$ cat config.mk
export PLATFORM = sky130hd
export DESIGN_NAME = alien_swarm_mover
export DESIGN_NICKNAME = d
export VERILOG_FILES = /design/src/rtl/alien_swarm_mover.sv
export SDC_FILE = /design/constraint.sdc
export NUM_CORES = 1
export LEC_CHECK = 0
export BUFFER_PORTS_ARGS = -buffer_cell sky130_fd_sc_hd__buf_2
export CORE_ASPECT_RATIO = 1.2
export CORE_MARGIN = 2
export CORE_UTILIZATION = 45
export CTS_CLUSTER_DIAMETER = 80
export DETAILED_ROUTE_END_ITERATION = 8
export GPL_ROUTABILITY_DRIVEN = 0
export PLACE_DENSITY = 0.6
export SYNTH_ARGS = -nofsm -noshare
export SYNTH_HDL_FRONTEND = slang
export SYNTH_SLANG_ARGS = --single-unit
$ cat constraint.sdc
create_clock -name clk -period 3.32 [get_ports clk]
set_input_delay 0.166 -clock clk [delete_from_list [all_inputs] [get_ports clk]]
set_output_delay 0.166 -clock clk [all_outputs]
set_load 0.01 [all_outputs]
$ cat src/rtl/alien_swarm_mover.sv
// Swarm pacing and position tracker that partners the zig-zag motion FSM.
// Optional macro SWARM_SPEEDUP_EN shortens the step period on each applied DOWN.
module alien_swarm_mover #(
    parameter int TICK_DIV = 2500000,
    parameter int TICK_MIN = 500000,
    parameter int X_START  = 0,
    parameter int Y_START  = 32,
    parameter int X_MIN    = 0,
    parameter int X_MAX    = 320,
    parameter int STEP_X   = 8,
    parameter int STEP_Y   = 16,
    parameter int Y_LIMIT  = 400
) (
    input  logic       clk,
    input  logic       reset,
    input  logic       run,
    input  logic [1:0] motion,
    output logic       step_en,
    output logic       can_left,
    output logic       can_right,
    output logic [9:0] swarm_x,
    output logic [9:0] swarm_y,
    output logic       landed
);

    localparam logic [1:0] MOVE_LEFT  = 2'd1;
    localparam logic [1:0] MOVE_RIGHT = 2'd2;
    localparam logic [1:0] MOVE_DOWN  = 2'd3;

    // 11-bit working width so x+STEP_X and y+STEP_Y never wrap
    localparam logic [10:0] X_START_W = 11'(X_START);
    localparam logic [10:0] Y_START_W = 11'(Y_START);
    localparam logic [10:0] X_MIN_W   = 11'(X_MIN);
    localparam logic [10:0] X_MAX_W   = 11'(X_MAX);
    localparam logic [10:0] STEP_X_W  = 11'(STEP_X);
    localparam logic [10:0] STEP_Y_W  = 11'(STEP_Y);
    localparam logic [10:0] Y_LIMIT_W = 11'(Y_LIMIT);

    logic [31:0] count_reg;
    logic [31:0] period;
    logic        step_en_reg;
    logic        pending_reg;
    logic        landed_reg;
    logic [10:0] x_reg, x_next;
    logic [10:0] y_reg, y_next;
    logic        counting;
    logic        fire;
    logic        apply;

    assign counting = run && !landed_reg;
    assign apply    = pending_reg && !landed_reg;

`ifdef SWARM_SPEEDUP_EN
    localparam logic [31:0] PERIOD_DEC = 32'(TICK_DIV >> 3);
    localparam logic [31:0] PERIOD_MIN = 32'(TICK_MIN);
    logic [31:0] period_reg;

    assign period = period_reg;
    // >= so a period that shrinks below the running count still fires at once
    assign fire   = counting && (count_reg >= period - 32'd1);

    always_ff @(posedge clk) begin
        if (reset) begin
            period_reg <= 32'(TICK_DIV);
        end else if (apply && motion == MOVE_DOWN) begin
            period_reg <= (period_reg >= PERIOD_MIN + PERIOD_DEC) ?
                          period_reg - PERIOD_DEC : PERIOD_MIN;
        end
    end
`else
    assign period = 32'(TICK_DIV);
    assign fire   = counting && (count_reg == period - 32'd1);
`endif

    // Saturating moves; comparisons come first so nothing underflows
    always_comb begin
        x_next = x_reg;
        y_next = y_reg;
        if (apply) begin
            case (motion)
                MOVE_LEFT:  x_next = (x_reg >= X_MIN_W + STEP_X_W) ? x_reg - STEP_X_W : X_MIN_W;
                MOVE_RIGHT: x_next = (x_reg + STEP_X_W <= X_MAX_W) ? x_reg + STEP_X_W : X_MAX_W;
                MOVE_DOWN:  y_next = (y_reg + STEP_Y_W <= Y_LIMIT_W) ? y_reg + STEP_Y_W : Y_LIMIT_W;
                default: ;
            endcase
        end
    end

    always_ff @(posedge clk) begin
        if (reset) begin
            count_reg   <= 32'd0;
            step_en_reg <= 1'b0;
            pending_reg <= 1'b0;
            landed_reg  <= 1'b0;
            x_reg       <= X_START_W;
            y_reg       <= Y_START_W;
        end else begin
            step_en_reg <= fire;
            pending_reg <= step_en_reg;
            if (counting) begin
                count_reg <= fire ? 32'd0 : count_reg + 32'd1;
            end
            x_reg <= x_next;
            y_reg <= y_next;
            if (apply && y_next >= Y_LIMIT_W) begin
                landed_reg <= 1'b1;
            end
        end
    end

    assign step_en   = step_en_reg;
    assign swarm_x   = x_reg[9:0];
    assign swarm_y   = y_reg[9:0];
    assign landed    = landed_reg;
    assign can_left  = (x_reg >= X_MIN_W + STEP_X_W);
    assign can_right = (x_reg + STEP_X_W <= X_MAX_W);

endmodule

==> results_dict.tcl, run 1 <==
set metrics [dict create \
    crit_required_ps 3150 \
    ys_types 59 \
    fin_setup_tns_ps 0 \
    worst_pin_slew_ps 768 \
    grt-ovfl-total 0 \
    num_vias 2613 \
    gr-usage-met3_pct 3.16 \
    fmax_mhz 379 \
    largest_register_ffs 32 \
    fp.dieArea_sq_um 7810 \
    synth_area_per_cell_sq_um 8.07 \
    clkTransAtPathRegs_ps 100 \
    cts.path.max_buffers 2 \
    period_share_pct 79.4 \
    netlist.top_cell.by_area "dfxtp_1" \
    wl_per_cell_um 13.0 \
    busiest_layer "met2" \
    grt_setup_unrepaired "no" \
    synth.area.mux_share_pct 0 \
    grt_max_degree 31 \
    post_drt_via_cell_ratio 5.42 \
    track_usage_pct 17.4 \
    initial_core_util_pct 46.7 \
    cts_root_buf "clkbuf_8" \
    cts_sinks 54 \
    reg2reg_depth 7 \
    cts_made_buffers 5 \
    grtUsageMet2_pct 30.4 \
    max_slew_margin_pct 48.7 \
    postSynthCellCount 397 \
    drc 0 \
    final-seq-area_sq_um 1080 \
    core_area_sq_um 6850 \
    ant_nets 0 \
    critPathMaxFanout 10 \
    synth_warnings 0 \
    cp-end-kind "output pin" \
    hold_path_class "in2reg" \
    grt_pass1_wl_um 11000 \
    synth_compound_area_share_pct 11.9 \
    ys_seq_elements 54 \
    finClkSkew_ps 11.4 \
    yosysMostFrequentCell "nor2_1" \
    num-nets-final 408 \
    synthArstFlopShare_pct 0 \
    synthTopCellsByCount "nor2_1, dfxtp_1, nand2_1" \
    final_layout_size_suffix_gt1_share_pct 11.6 \
    status "complete, no violations" \
    multi_input_area_sq_um 1860 \
    yosys-top-cells-area "dfxtp_1, nor2_1, xor2_1" \
    n_fill_cell 703 \
    leakagePower_nw 1.24 \
    start_kind "register" \
    die_w_um 81 \
    cts_setup_buffers 0 \
    antenna_found_initial 0 \
    htreeDepth 2 \
    peakVddDrop_mv 0.234 \
    first_pass_iters 4 \
    drt_iter0_drc 82 \
    cts_tree "yes" \
    setup_viol 0 \
    drt-total-wl_um 6240 \
    synth-xor-area-share_pct 9.57 \
    cap_violations 0 \
    synth-edff-count 0 \
    crit_type "reg2out" \
    met1_usage_pct 22.3 \
    grt_pass1_vias 2414 \
    fin_crit_ps 2640 \
    dp_hpwl_um 4460 \
    synth_fa_ha_area_share_pct 3.13 \
    synth-simple-area-share_pct 33.1 \
    cts_resized 0 \
    clock_latency_ps 310 \
    die_y_um 96.4 \
    whs_path_depth 4 \
    arrival_ps 2470 \
    synth_top_area_share_pct 33.8 \
    rows 33 \
    numPortBuffers 25 \
    synth_top_family_by_area "simple AND/OR/NAND/NOR gates" \
    hold_viol 0 \
    io_pins 29 \
    yosysSeqAreaShare_pct 33.8 \
    hold_ws_ps 259 \
    ys.flop_type "dfxtp_1" \
    cts_hold_buf 0 \
    syn_area_sq_um 3200 \
    slew_violations 0 \
    area_delta_synth_final_pct 3.20 \
    diodes 0 \
    power_density_nw_per_um2 314 \
]
[where the power goes]
group,switching [mW],internal (mW)
Sequential,0.00221,0.649
Clock,0.211,0.146
Combinational,0.0214,0.00885
Total,0.234,0.804
[critical path, stage by stage (launching register included)]
cell and delay [ps]:
dfxtp_1 500, ha_1 350, nand3_2 140, or4_1 570, o311ai_2 160, o21ai_1 170
inv_1 130, buf_2 140
[worst paths after layout]
path,startpoint,slack [ps],to
max,x_reg[3],680,can_right
min reg2reg,step_en,490,pending_reg
min,run,260,count_reg[1]
max reg2reg,x_reg[3],990,x_reg[6]
[stage by stage]
| step | util, % | power, mW | instance area (sq um) | setup slack [ps] | instances |
|---|---|---|---|---|---|
| 4_1_cts | 48.2 | 1.06 | 3300 | 679 | 482 |
| 2_1_floorplan | - | 0.692 | 3210 | 1280 | 399 |
| 5_1_grt | 48.2 | 1.09 | 3300 | 456 | 482 |
| 6_report | 48.2 | 1.04 | 3300 | 683 | 482 |
| 3_3_place_gp | 47.0 | 0.696 | 3220 | 961 | 475 |
| 3_5_place_dp | 47.0 | 0.697 | 3220 | 968 | 475 |
[layout by cell type (no fill, tap or decap), drive strengths merged, types with 2 or more instances in the layout]
cell type	n
nor2	59
dfxtp	54
nand2	27
buf	26
xor2	20
nand3	18
a21oi	17
xnor2	15
o21ai	13
inv	12
nand4	12
and3	11
nor3b	10
and2	9
nor3	9
nand2b	8
ha	8
nor4	7
nor2b	5
clkbuf	5
nand3b	4
a311oi	3
a31oi	3
a22oi	3
or4	3
and4	3
conb	3
a211oi	3
or3	2
o31ai	2
nor4b	2
[cell type report]
| cell class | instances | share of cell area, % |
|---|---|---|
| Clock buffer | 5 | 2.08 |
| Clock inverter | 2 | 0.417 |
| Inverter | 11 | 1.25 |
| Multi-Input combinational cell | 297 | 56.2 |
| Sequential cell | 54 | 32.7 |
| Tap cell | 87 | 3.29 |
| Timing Repair Buffer | 26 | 4.01 |
[per-layer routing]
layer / share of wire [%] / vias up
li1: - / 1353
met1: 46 / 1208
met2: 49 / 48
met3: 4.2 / 4
met4: 0.70 / 0
met5: 0 / -
[cells by family (layout without fill, tap and decap cells)]
| family | count (synthesis) | count (layout) |
|---|---|---|
| and+or+nand+nor | 194 | 194 |
| AOI/OAI and AO/OA | 57 | 57 |
| DFF | 54 | 54 |
| buffers and inverters | 48 | 44 |
| xor gates and xnor gates | 35 | 35 |
| adders and majority gates | 8 | 8 |
| other | 1 | 3 |
Note: power is estimated with default switching activity, not from simulation.
==> run 2: changes to the inputs <==
ABC_AREA = 1   (was unset)
PLACE_DENSITY = 0.62   (was 0.6)
clock period = 2.2 ns   (was 3.32 ns; I/O delays follow)
==> run 2 against run 1 <==
Compared with the run above:
- flip-flop and latch count is the same
- synthesized cell count grew 19%
- critical path depth grew 2
- critical endpoint unchanged
- die area grew 1.9%
- via count grew 13%
- critical path type unchanged
- combinational power grew 73%
- setup slack lost 490 ps
- core utilization shrank 0.17 points
- clock-buffer cell count is the same
- sequential power grew 51%
- cell area grew 3.9%
- highest routed layer unchanged
==> results_dict.tcl, run 2 <==
set metrics [dict create \
    leakagePower_nw 1.40 \
    cts_hold_buf 0 \
    crit_chain "nand3_4 > nor2_1 > nand3_1 > o21ai_1 > nand2_1 > nor2_2 > nand2_1 > inv_2 > buf_2" \
    finalNonFillerCells 575 \
    dp_hpwl_um 5450 \
    htreeDepth 2 \
    drc 0 \
    start_kind "register" \
    rows 34 \
    num_vias 2965 \
    layout_setup_ws_ps 191 \
    crit_type "reg2out" \
    clkTransAtPathRegs_ps 100 \
    cts_root_buf "clkbuf_8" \
    netlist.top_cell.by_area "dfxtp_1" \
    ys.flop_type "dfxtp_1" \
    critPathSlowestCell "dfxtp_1" \
    cts_sinks 54 \
    whs_path_depth 3 \
    synthTopCellsByCount "nand2_1, inv_1, nor2_1" \
    cp-end-kind "output pin" \
    yosysMostFrequentCell "nand2_1" \
    postSynthCellCount 474 \
    critPathMaxFanout 9 \
    place_inst 567 \
    track_usage_pct 18.9 \
    p_total_mw 1.62 \
    peakVddDrop_mv 0.219 \
    mostFrequentLayoutCell "nand2_1" \
    final_cell_mix "nand2_1, inv_1, nor2_1, dfxtp_1" \
    io_pins 29 \
    grt_max_degree 19 \
    fin_crit_ps 2010 \
    finClkSkew_ps 9.32 \
    critical_path_buf_inv_count 2 \
    grt-ovfl-total 0 \
    first_pass_iters 4 \
    grt_pass1_wl_um 12000 \
    yosysSeqAreaShare_pct 33.1 \
    wl_per_cell_um 12.4 \
    synth_top_area_share_pct 33.1 \
    syn_area_sq_um 3270 \
    initial_core_util_pct 45.7 \
    min-delay-start "run" \
    ant_nets 0 \
    grt_pass1_vias 2731 \
    setup_viol 0 \
    final_layout_size_suffix_gt1_share_pct 13.4 \
    core_area_sq_um 7150 \
    r2r-end "x_reg[7]" \
    synthArstFlopShare_pct 0 \
    period_share_pct 91.3 \
    antenna_found_initial 0 \
    pre_cts_ws_ps 265 \
    synth-edff-count 0 \
    grt_setup_unrepaired "no" \
    arrival_ps 1900 \
    status "complete, no violations" \
    post_drt_via_cell_ratio 5.16 \
    drt_iter0_drc 79 \
    crit_required_ps 2090 \
    reg2reg_slack_ps 320 \
    hold_path_class "in2reg" \
    fp.dieArea_sq_um 7960 \
    cap_violations 0 \
    cts.path.max_buffers 2 \
    min_to "count_reg[0]" \
    slew_violations 0 \
    synth_area_per_cell_sq_um 6.89 \
    fin_setup_tns_ps 0 \
    rr_startpoint "x_reg[3]" \
    power_density_nw_per_um2 473 \
    reg2reg_depth 11 \
    cts_setup_buffers 0 \
    fmax_mhz 498 \
    yosys-top-cells-area "dfxtp_1, nand2_1, inv_1" \
    cts_made_buffers 5 \
    cts_tree "yes" \
    numPortBuffers 25 \
    largest_register_ffs 32 \
    num-nets-final 497 \
    n_fill_cell 735 \
    crit_family "simple AND/OR/NAND/NOR gates" \
    ys_seq_elements 54 \
    area_delta_synth_final_pct 5.13 \
    diodes 0 \
    synth_warnings 0 \
    clock_latency_ps 320 \
    die_y_um 97.3 \
    drt-total-wl_um 7130 \
    ys_types 41 \
    max_stage_delay_ps 580 \
    cpMostUsedCell "nand2_1" \
    die_w_um 81.8 \
    hold_viol 0 \
]
run 2: cell types whose count changed after synthesis, sizes merged, moves of 9 or more:
cell	previous run	this run
inv	11	68
xnor2	15	2
xor2	20	9
o21ai	13	27
buf	32	23
and3	11	0
nor2	59	71
a21oi	17	28
nor3	9	25
nand2	27	86
run 2: metal layers:
| metal | vias up | global-route usage [%] | wire length, um |
|---|---|---|---|
| li1 | 1551 | - | - |
| met1 | 1350 | 23.1 | 3310 |
| met2 | 51 | 32.3 | 3410 |
| met4 | 0 | 6.92 | 158 |
| met3 | 13 | 3.35 | 249 |
| met5 | - | 0 | 0 |
run 2: cell type report:
cell class | instances | area [sq um] | share of cell area [%]
inverters | 68 | 260 | 7.58
multi-input cells | 328 | 1740 | 50.8
flip-flops and latches | 54 | 1080 | 31.6
repair buffers | 27 | 140 | 4.08
well taps | 90 | 113 | 3.28
clock inverters | 3 | 25.0 | 0.729
clock buffers | 5 | 68.8 | 2.00
run 2: what timing repair did:
item / in CTS / in global routing
endpoints found under the hold margin: 0 / 0
endpoints found under the setup margin: 0 / 2
gates resized for setup: 0 / 2
run 2: cells by family (layout without fill, tap and decap cells):
logic type | count (synthesis) | after routing | share of synthesized area [%]
AOI/OAI and AO/OA | 66 | 66 | 11.6
xor gates and xnor gates | 11 | 11 | 2.95
and+or+nand+nor | 240 | 240 | 35.4
buffers and inverters | 94 | 103 | 13.8
other | 1 | 3 | 0.115
adders and majority gates | 8 | 8 | 3.07
DFF | 54 | 54 | 33.1
run 2: power by group:
part | internal [mW] | switching, mW
registers | 0.980 | 0.00312
clock network | 0.231 | 0.357
logic | 0.0142 | 0.0382
run 2: worst register-to-register path, cell delays in order, from the launching register on:
cell and delay [ps]:
dfxtp_2 380, inv_1 150, ha_1 210, nand3_1 120, nor2_1 140, nand4_1 120
inv_1 130, nor2_1 100, nor2_1 200, nor2_1 60, a21oi_1 130, nor2_1 50
run 2: worst max-delay path by stage:
stage	slack [ps]	endpoint	from	depth (start not counted)
detailed placement	270	x_reg[7]	x_reg[3]	11
floorplan	470	x_reg[7]	x_reg[3]	11
global route	50	can_right	x_reg[5]	9
finish	190	can_right	x_reg[5]	9
CTS	100	can_right	x_reg[3]	8
global placement	350	x_reg[7]	x_reg[3]	11
run 2: through the flow:
step | hold slack (ps) | instance area [sq um] | util [%]
global route | 174 | 3430 | 48.0
detailed placement | 411 | 3340 | 46.7
finish | 173 | 3430 | 48.0
global placement | 404 | 3340 | 46.7
CTS | 163 | 3430 | 48.0
floorplan | 348 | 3270 | -
==> run 3: changes to the inputs <==
CORE_MARGIN = 5   (was 2)
==> run 3 against run 2 <==
Compared with the run above:
- combinational power fell by 2%
- core utilization increased by 0.16 points
- register-to-register slack worse by 60 ps
- cell area increased by 0.33%
- clock-buffer cell count is the same
- first-iteration DRC count grew 35%
- sequential share of layout area decreased by 0.10 points
- clock skew is 5.2 ps lower
- die area grew 14%
- via count is 0.98% higher
- critical path type unchanged
==> results_dict.tcl, run 3 (same netlist as run 2, synthesis figures left out) <==
set metrics [dict create \
    grt_setup_unrepaired "no" \
    crit_required_ps 2090 \
    pre_cts_ws_ps 256 \
    busiest_layer "met2" \
    place_inst 566 \
    fp.dieArea_sq_um 9070 \
    post_drt_via_cell_ratio 5.22 \
    grt-ovfl-total 0 \
    critPathMaxFanout 9 \
    min-delay-start "reset" \
    cts_made_buffers 5 \
    fmax_mhz 496 \
    utilization_pct 48.2 \
    layout_setup_ws_ps 184 \
    slew_violations 0 \
    dp_hpwl_um 5480 \
    diodes 0 \
    fin_setup_tns_ps 0 \
    initial_core_util_pct 45.7 \
    cap_violations 0 \
    setup_viol 0 \
    crit_start "x_reg[5]" \
    hold_path_class "in2reg" \
    finalNonFillerCells 574 \
    cts_tree "yes" \
    min_to "pending_reg" \
    antenna_found_initial 0 \
    rr_startpoint "x_reg[3]" \
    largest_register_ffs 32 \
    status "complete, no violations" \
    num_vias 2994 \
    final_cell_mix "nand2_1, inv_1, nor2_1, dfxtp_1" \
    peakVddDrop_mv 0.277 \
    reg2reg_depth 11 \
    period_share_pct 91.7 \
    cts_root_buf "clkbuf_8" \
    mostFrequentLayoutCell "nand2_1" \
    ant_nets 0 \
    rows 34 \
    wl_per_cell_um 12.5 \
    cts_setup_buffers 0 \
    clkTransAtPathRegs_ps 100 \
    leakagePower_nw 1.41 \
    drc 0 \
    grt_pass1_wl_um 12000 \
    die_y_um 103 \
    start_kind "register" \
    whs_path_depth 2 \
    crit_type "reg2out" \
    core_area_sq_um 7150 \
    cts.path.max_buffers 2 \
    reg2reg_slack_ps 260 \
    io_pins 29 \
    numPortBuffers 25 \
    met1_usage_pct 19.9 \
    num-nets-final 496 \
    track_usage_pct 16.4 \
    arrival_ps 1910 \
    finClkSkew_ps 4.07 \
    clock_latency_ps 310 \
    die_w_um 87.8 \
    r2r-end "x_reg[7]" \
    fin_crit_ps 2020 \
    drt-total-wl_um 7160 \
    placed_area_sq_um 3330 \
    drt_iter0_drc 107 \
    grt_max_degree 18 \
    cts_sinks 54 \
    grtUsageMet2_pct 28.7 \
    final_layout_size_suffix_gt1_share_pct 13.2 \
    stdcell_area_sq_um 3440 \
    power_density_nw_per_um2 497 \
    area_delta_synth_final_pct 5.48 \
    hold_viol 0 \
    grt_pass1_vias 2714 \
    gr-usage-met3_pct 2.93 \
    htreeDepth 2 \
    cp-end-kind "output pin" \
    first_pass_iters 4 \
]
## run 3: cell types whose count changed in the layout (fill, tap and decap cells not counted)
cell        change
clkinv_2        +1
clkinv_4        -1
bufinv_16       +1
clkinvlp_4      -1
buf_4           -1
## run 3: repair_timing
action                                  in CTS  in global routing
resized for setup                            0                  2
endpoints found under the setup margin       0                  1
hold buffers                                 0                  0
## run 3: stage by stage
step	power [mW]	hold WS [ps]
after global routing	1.79	181
after CTS	1.74	172
after detailed placement	1.06	420
after global placement	1.06	424
after floorplan	1.05	348
final	1.71	180
## run 3: cell type report
| type | instances | area, sq um |
|---|---|---|
| multi-input cells | 328 | 1740 |
| repair buffers | 26 | 133 |
| clock buffers | 5 | 68.8 |
| well taps | 90 | 113 |
| flip-flops and latches | 54 | 1080 |
| clock inverters | 3 | 43.8 |
| fillers | 728 | 3700 |
| inverters | 68 | 260 |
## run 3: report_power, final
part	switching (mW)	leakage [nW]	total, mW	internal [mW]
clock network	0.337	0.0585	0.679	0.342
logic	0.0373	0.911	0.0514	0.0141
registers	0.00319	0.436	0.983	0.980
total	0.377	1.41	1.71	1.34
## run 3: worst max path at each step
| stage | cells after the start | to |
|---|---|---|
| floorplan | 11 | x_reg[7] |
| global placement | 11 | x_reg[7] |
| detailed placement | 11 | x_reg[7] |
| CTS | 8 | can_right |
| global route | 8 | can_right |
| finish | 9 | can_right |
## run 3: worst max-delay path, stage by stage, from the launching register on
cell	delay (ps)
dfxtp_1	590
nand3_4	130
nor2_1	100
nand3_1	110
o21ai_1	140
nand2_1	70
nor2_2	170
nand2_1	90
inv_2	70
buf_2	120
## run 3: metal layers
layer | share of wire, % | up-vias
met4 | 2.2 | 0
met3 | 4.6 | 14
met2 | 49 | 72
met5 | 0 | -
li1 | - | 1545
met1 | 45 | 1363
